==> src/rtl/hazard_pkg.sv <==
// rtl/hazard_pkg.sv - shared types and defaults for the hazard control unit
package hazard_pkg;

    localparam int DEFAULT_TIMEOUT_CYCLES = 64;
    localparam int DEFAULT_CNT_W          = 16;
    localparam int WAIT_W                 = 8;

    typedef logic [4:0] reg_addr_t;

    typedef enum logic [1:0] {
        RUN      = 2'd0,
        MEM_WAIT = 2'd1,
        TIMEOUT  = 2'd2
    } hcu_state_t;

endpackage

==> src/rtl/sat_counter.sv <==
// rtl/sat_counter.sv - event counter that sticks at all-ones
module sat_counter #(
    parameter int WIDTH = 16
) (
    input  logic             CLK,
    input  logic             RST,
    input  logic             inc,
    output logic [WIDTH-1:0] count
);

    localparam logic [WIDTH-1:0] ONE = WIDTH'(1);

    logic [WIDTH-1:0] count_q;
    logic [WIDTH-1:0] count_d;

    always_comb begin
        count_d = count_q;
        if (inc && (count_q != '1)) begin
            count_d = count_q + ONE;
        end
    end

    always_ff @(posedge CLK or posedge RST) begin
        if (RST) begin
            count_q <= '0;
        end else begin
            count_q <= count_d;
        end
    end

    assign count = count_q;

endmodule

==> src/rtl/hazard_control_unit.sv <==
// rtl/hazard_control_unit.sv - load-use stall, branch flush and memory-wait freeze control
module hazard_control_unit
    import hazard_pkg::*;
#(
    parameter int TIMEOUT_CYCLES = DEFAULT_TIMEOUT_CYCLES,
    parameter int CNT_W          = DEFAULT_CNT_W
) (
    input  logic             CLK,
    input  logic             RST,
    input  reg_addr_t        ARS1_IF_ID,
    input  reg_addr_t        ARS2_IF_ID,
    input  logic             USES_RS1,
    input  logic             USES_RS2,
    input  reg_addr_t        ARD_ID_EX,
    input  logic             MEMREAD_ID_EX,
    input  logic             BRANCH_TAKEN_EX,
    input  logic             MEM_REQ,
    input  logic             MEM_READY,
    output logic             PC_WRITE,
    output logic             IF_ID_WRITE,
    output logic             IF_ID_FLUSH,
    output logic             ID_EX_BUBBLE,
    output logic             PIPE_FREEZE,
    output logic             MEM_TIMEOUT,
    output logic [CNT_W-1:0] LOAD_STALL_CNT,
    output logic [CNT_W-1:0] FLUSH_CNT
);

    localparam logic [WAIT_W-1:0] WAIT_ONE    = WAIT_W'(1);
    localparam logic [WAIT_W-1:0] TIMEOUT_LIM = WAIT_W'(TIMEOUT_CYCLES);

    hcu_state_t        state_q;
    hcu_state_t        state_d;
    logic [WAIT_W-1:0] wait_cnt_q;
    logic [WAIT_W-1:0] wait_cnt_d;
    logic [WAIT_W-1:0] wait_cnt_inc;

    logic load_use;
    logic mem_wait;
    logic freeze;
    logic take_flush;
    logic take_stall;

    // Freeze outranks everything: a frozen EX re-presents its branch, so the
    // flush simply lands on the first unfrozen cycle and is counted once.
    always_comb begin
        load_use   = MEMREAD_ID_EX && (ARD_ID_EX != '0) &&
                     ((USES_RS1 && (ARD_ID_EX == ARS1_IF_ID)) ||
                      (USES_RS2 && (ARD_ID_EX == ARS2_IF_ID)));
        mem_wait   = MEM_REQ && !MEM_READY;
        freeze     = (state_q == TIMEOUT) || mem_wait;
        take_flush = !freeze && BRANCH_TAKEN_EX;
        take_stall = !freeze && !BRANCH_TAKEN_EX && load_use;
    end

    always_comb begin
        PC_WRITE     = !RST && !freeze && !take_stall;
        IF_ID_WRITE  = !RST && !freeze && !take_stall;
        IF_ID_FLUSH  = !RST && take_flush;
        ID_EX_BUBBLE = !RST && (take_flush || take_stall);
        PIPE_FREEZE  = !RST && freeze;
        MEM_TIMEOUT  = (state_q == TIMEOUT);
    end

    always_comb begin
        state_d      = state_q;
        wait_cnt_d   = wait_cnt_q;
        wait_cnt_inc = wait_cnt_q + WAIT_ONE;
        case (state_q)
            RUN: begin
                if (mem_wait) begin
                    state_d    = MEM_WAIT;
                    wait_cnt_d = WAIT_ONE;
                end
            end
            MEM_WAIT: begin
                if (MEM_READY) begin
                    state_d    = RUN;
                    wait_cnt_d = '0;
                end else begin
                    wait_cnt_d = wait_cnt_inc;
                    if (wait_cnt_inc == TIMEOUT_LIM) begin
                        state_d = TIMEOUT;
                    end
                end
            end
            TIMEOUT: begin
                state_d = TIMEOUT;
            end
            default: begin
                state_d    = RUN;
                wait_cnt_d = '0;
            end
        endcase
    end

    always_ff @(posedge CLK or posedge RST) begin
        if (RST) begin
            state_q    <= RUN;
            wait_cnt_q <= '0;
        end else begin
            state_q    <= state_d;
            wait_cnt_q <= wait_cnt_d;
        end
    end

    sat_counter #(
        .WIDTH (CNT_W)
    ) u_load_stall_cnt (
        .CLK   (CLK),
        .RST   (RST),
        .inc   (take_stall),
        .count (LOAD_STALL_CNT)
    );

    sat_counter #(
        .WIDTH (CNT_W)
    ) u_flush_cnt (
        .CLK   (CLK),
        .RST   (RST),
        .inc   (take_flush),
        .count (FLUSH_CNT)
    );

endmodule
==> config.mk <==
export PLATFORM = sky130hd
export DESIGN_NAME = hazard_control_unit
export DESIGN_NICKNAME = d
export VERILOG_FILES = /design/src/rtl/hazard_pkg.sv /design/src/rtl/sat_counter.sv /design/src/rtl/hazard_control_unit.sv
export SDC_FILE = /design/constraint.sdc
export NUM_CORES = 1
export LEC_CHECK = 0
export ABC_AREA = 1
export CAP_MARGIN = 20
export CORE_MARGIN = 2
export CORE_UTILIZATION = 40
export CTS_BUF_LIST = sky130_fd_sc_hd__clkbuf_4 sky130_fd_sc_hd__clkbuf_8
export CTS_CLUSTER_DIAMETER = 80
export CTS_CLUSTER_SIZE = 30
export DETAILED_ROUTE_END_ITERATION = 16
export PLACE_DENSITY = 0.72
export SYNTH_ARGS = -nofsm -noshare
export SYNTH_HDL_FRONTEND = slang
export SYNTH_HIERARCHICAL = 1
export SYNTH_SLANG_ARGS = --single-unit
==> constraint.sdc <==
create_clock -name CLK -period 1.6 [get_ports CLK]
set_clock_uncertainty 0.05 [all_clocks]
set_input_delay 0.16 -clock CLK [delete_from_list [all_inputs] [get_ports CLK]]
set_output_delay 0.16 -clock CLK [all_outputs]
set_load 0.01 [all_outputs]
==> impl_metrics.ini <==
[critical_path]
r2r_start = state_q[1]$_DFFE_PP0P_
slowest_stage = dfrtp_1
crit_top_cell = nor2_4
crit_path_cell_trace = inv_2 > nor2_4 > inv_2 > nand2_2 > inv_2 > nand3_4 > nor2_4 > a21boi_4 > buf_6 > inv_8 > nor2_4 > nand2_2 > nor2_4 > nand2_1 > nand2_1 > nand2_1 > inv_1
cp-startpoint = state_q[1]$_DFFE_PP0P_
worst_setup_path_end_kind = register
rrSetupSlack_ns = -0.21
crit_path_end = u_load_stall_cnt/count[13]$_DFFE_PP0P_
cp_num_cells = 17
max_stage_delay_ns = 0.39
r2r_cells = 17
worst-path-buf-inv = 6
arrival_ns = 2.01
worstPathRequired_ns = 1.80
r2r_end = u_load_stall_cnt/count[13]$_DFFE_PP0P_
worstSetupPathType = register to register
cp_max_fo = 4
path_delay_family = simple AND/OR/NAND/NOR gates
startpoint_type = register

[floorplan]
rows = 31
pin_count = 61
start_util = 0.411
core_um2 = 7250
dieArea_um2 = 8160
die_x_um = 90.4
die_h_um = 90.4

[finish]
fin_nets = 557
nFillCells = 700
area_delta_synth_final_pct = 41.3
drive_above_1_share = 0.276
finalNonFillerCells = 631
final_area_um2 = 4210
num_antenna_cells = 0
final_util = 0.581
regArea_um2 = 1060
multiInputGateArea_um2 = 1790

[route]
drc = 0
vias = 3065
antenna_left = 0
wl_um = 7680
wl_per_cell_um = 12.2
first_iter_violations = 105
drt_pass1_iterations = 4
vias_per_cell = 4.86

[clocking]
clockBufferDepth = 2
cts_tree = built
numCtsBuffers = 5
clk_pin_slew_worst_paths_ns = 0.09
cts_sinks = 42
clk_latency_ns = 0.30
cts-root-buf = clkbuf_8
hold_buffers = 0
ctsHtreeMaxLevel = 2

[yosys]
yosys.area.top_type = dfrtp_1
netlist_instances = 426
yosysMostFrequentCell = nand2_1
avgSynthCellArea_um2 = 7.00
synth_top_area_share = 0.352
async_flop_share = 1.00
yosysWarnings = 6
synth.area.top_cells = dfrtp_1 35%, nand2_1 19%, inv_1 6.4%
synth_flop_cell = dfrtp_1
synth_edf_count = 0
ys_ff_latch = 42
synth_commonest_cells = 149 x nand2_1, 51 x inv_1, 42 x dfrtp_1
seq_area_frac_synth = 0.352
syn_area_um2 = 2980
syn_nets = 452
synth.distinct_cells = 28

[power_and_ir_drop]
vdd_drop_max_mv = 0.795
p_leak_uw = 0.00191
powerDensity_nw_per_um2 = 893

[hold_path]
hold_class = primary input to asynchronous set/reset pin

[place]
dp_cells = 611
portBuffers = 60
place.gp.congestion = 0.883
place.detailed.hpwl_um = 5630
place_area_um2 = 3920

[timing]
finalHoldViolCount = 0
slew_headroom = 0.761
layout_min_cycle_time_ns = 1.81
rsz0062_at_grt = true
worst_slack_ns = -0.206
fin_setup_tns_ns = -3.54
setup_violations = 33
whs_ns = 0.211
tightest_slew_ns = 0.355
max_freq_mhz = 554
slew_violations = 0
period_share = 1.13

[grt]
grt_pass1_wl_um = 13100
track_usage = 0.192
grt_overflow = 0
grt_pass1_vias = 3038
antenna_found_initial = 0
grt_max_degree = 17

[run_status]
outcome = finished with violations
violations = negative setup slack

[run]
maxCapViolations = 0
-- cells in the final DEF (no fill, tap or decap), types with 8 or more instances in the layout --
cell               n
nand2_1          138
inv_1             48
clkdlybuf4s50_1   45
dfrtp_1           37
buf_4             36
nor2_1            32
nand2_2           23
nand3_1           22
nor2_4            15
o21ai_2           13
nand4_1           13
nor2_2            13
o21ai_0           10
inv_2              8
o21ai_1            8
-- timing repair --
action,CTS,global route
buffers inserted,12,5
gates cloned,0,0
endpoints found under the setup margin,36,43
gates resized for setup,43,31
endpoints found under the hold margin,0,0
pin swaps,12,7
-- state kept, by name (all words and copies together) (netlist names) --
| register | count |
|---|---|
| state_q | 2 |
| u_flush_cnt/count | 16 |
| u_load_stall_cnt/count | 16 |
| wait_cnt_q | 8 |
-- report_power, final --
part	switching, uW	internal [uW]	leakage (uW)
clock	389	347	0.0000472
combinational	752	765	0.00133
sequential	253	1260	0.000528
total	1390	2370	0.00191
-- logic make-up (layout without fill, tap and decap cells) --
kind of cell    count (synthesis)  in the layout  share of synthesized area
xor+xnor                       13             13                     0.0382
fa+ha+maj                       3              3                     0.0126
flops                          42             42                      0.352
buf+inv                        61            167                     0.0864
compound gates                 37             37                     0.0860
simple gates                  269            269                      0.421
mux                             1              1                    0.00377
-- worst min path at each step --
| stage | from | endpoint | slack [ns] | cells past startpoint |
|---|---|---|---|---|
| after global placement | RST | state_q[1]$_DFFE_PP0P_ | 0.47 | 3 |
| final | RST | state_q[1]$_DFFE_PP0P_ | 0.21 | 3 |
| after detailed placement | RST | state_q[1]$_DFFE_PP0P_ | 0.46 | 3 |
| after floorplan | RST | state_q[0]$_DFFE_PP0P_ | -0.03 | 1 |
| after global routing | RST | state_q[0]$_DFFE_PP0P_ | 0.23 | 3 |
| after CTS | RST | state_q[1]$_DFFE_PP0P_ | 0.16 | 3 |
-- layer usage --
layer  share of wire  global-route usage  routed length, um
met5               0                   0                  0
met3           0.053              0.0467                408
met2            0.51               0.346               3890
met1            0.43               0.225               3290
met4           0.012              0.0551                 91
-- through the flow --
step | total power [uW] | setup WS [ns]
after global placement | 2930 | -0.478
after floorplan | 2260 | -0.0968
after CTS | 3750 | -0.162
final | 3760 | -0.206
after global routing | 4020 | -0.331
after detailed placement | 2980 | -0.520
-- layout make-up --
type | instances | share of cell area
clock inverter | 2 | 0.00297
inverter | 58 | 0.0540
clock buffer | 6 | 0.0196
multi-input combinational | 323 | 0.425
timing repair buffer | 101 | 0.218
tap | 99 | 0.0294
sequential | 42 | 0.251
-- worst register-to-register path: cells and delay by family (launching register included) --
kind	cells	cell delay, ns
buffers and inverters	6	0.44
and+or+nand+nor	10	0.68
AOI/OAI and AO/OA	1	0.20
DFF	1	0.39
No activity file was read; power rests on OpenSTA's default activity.
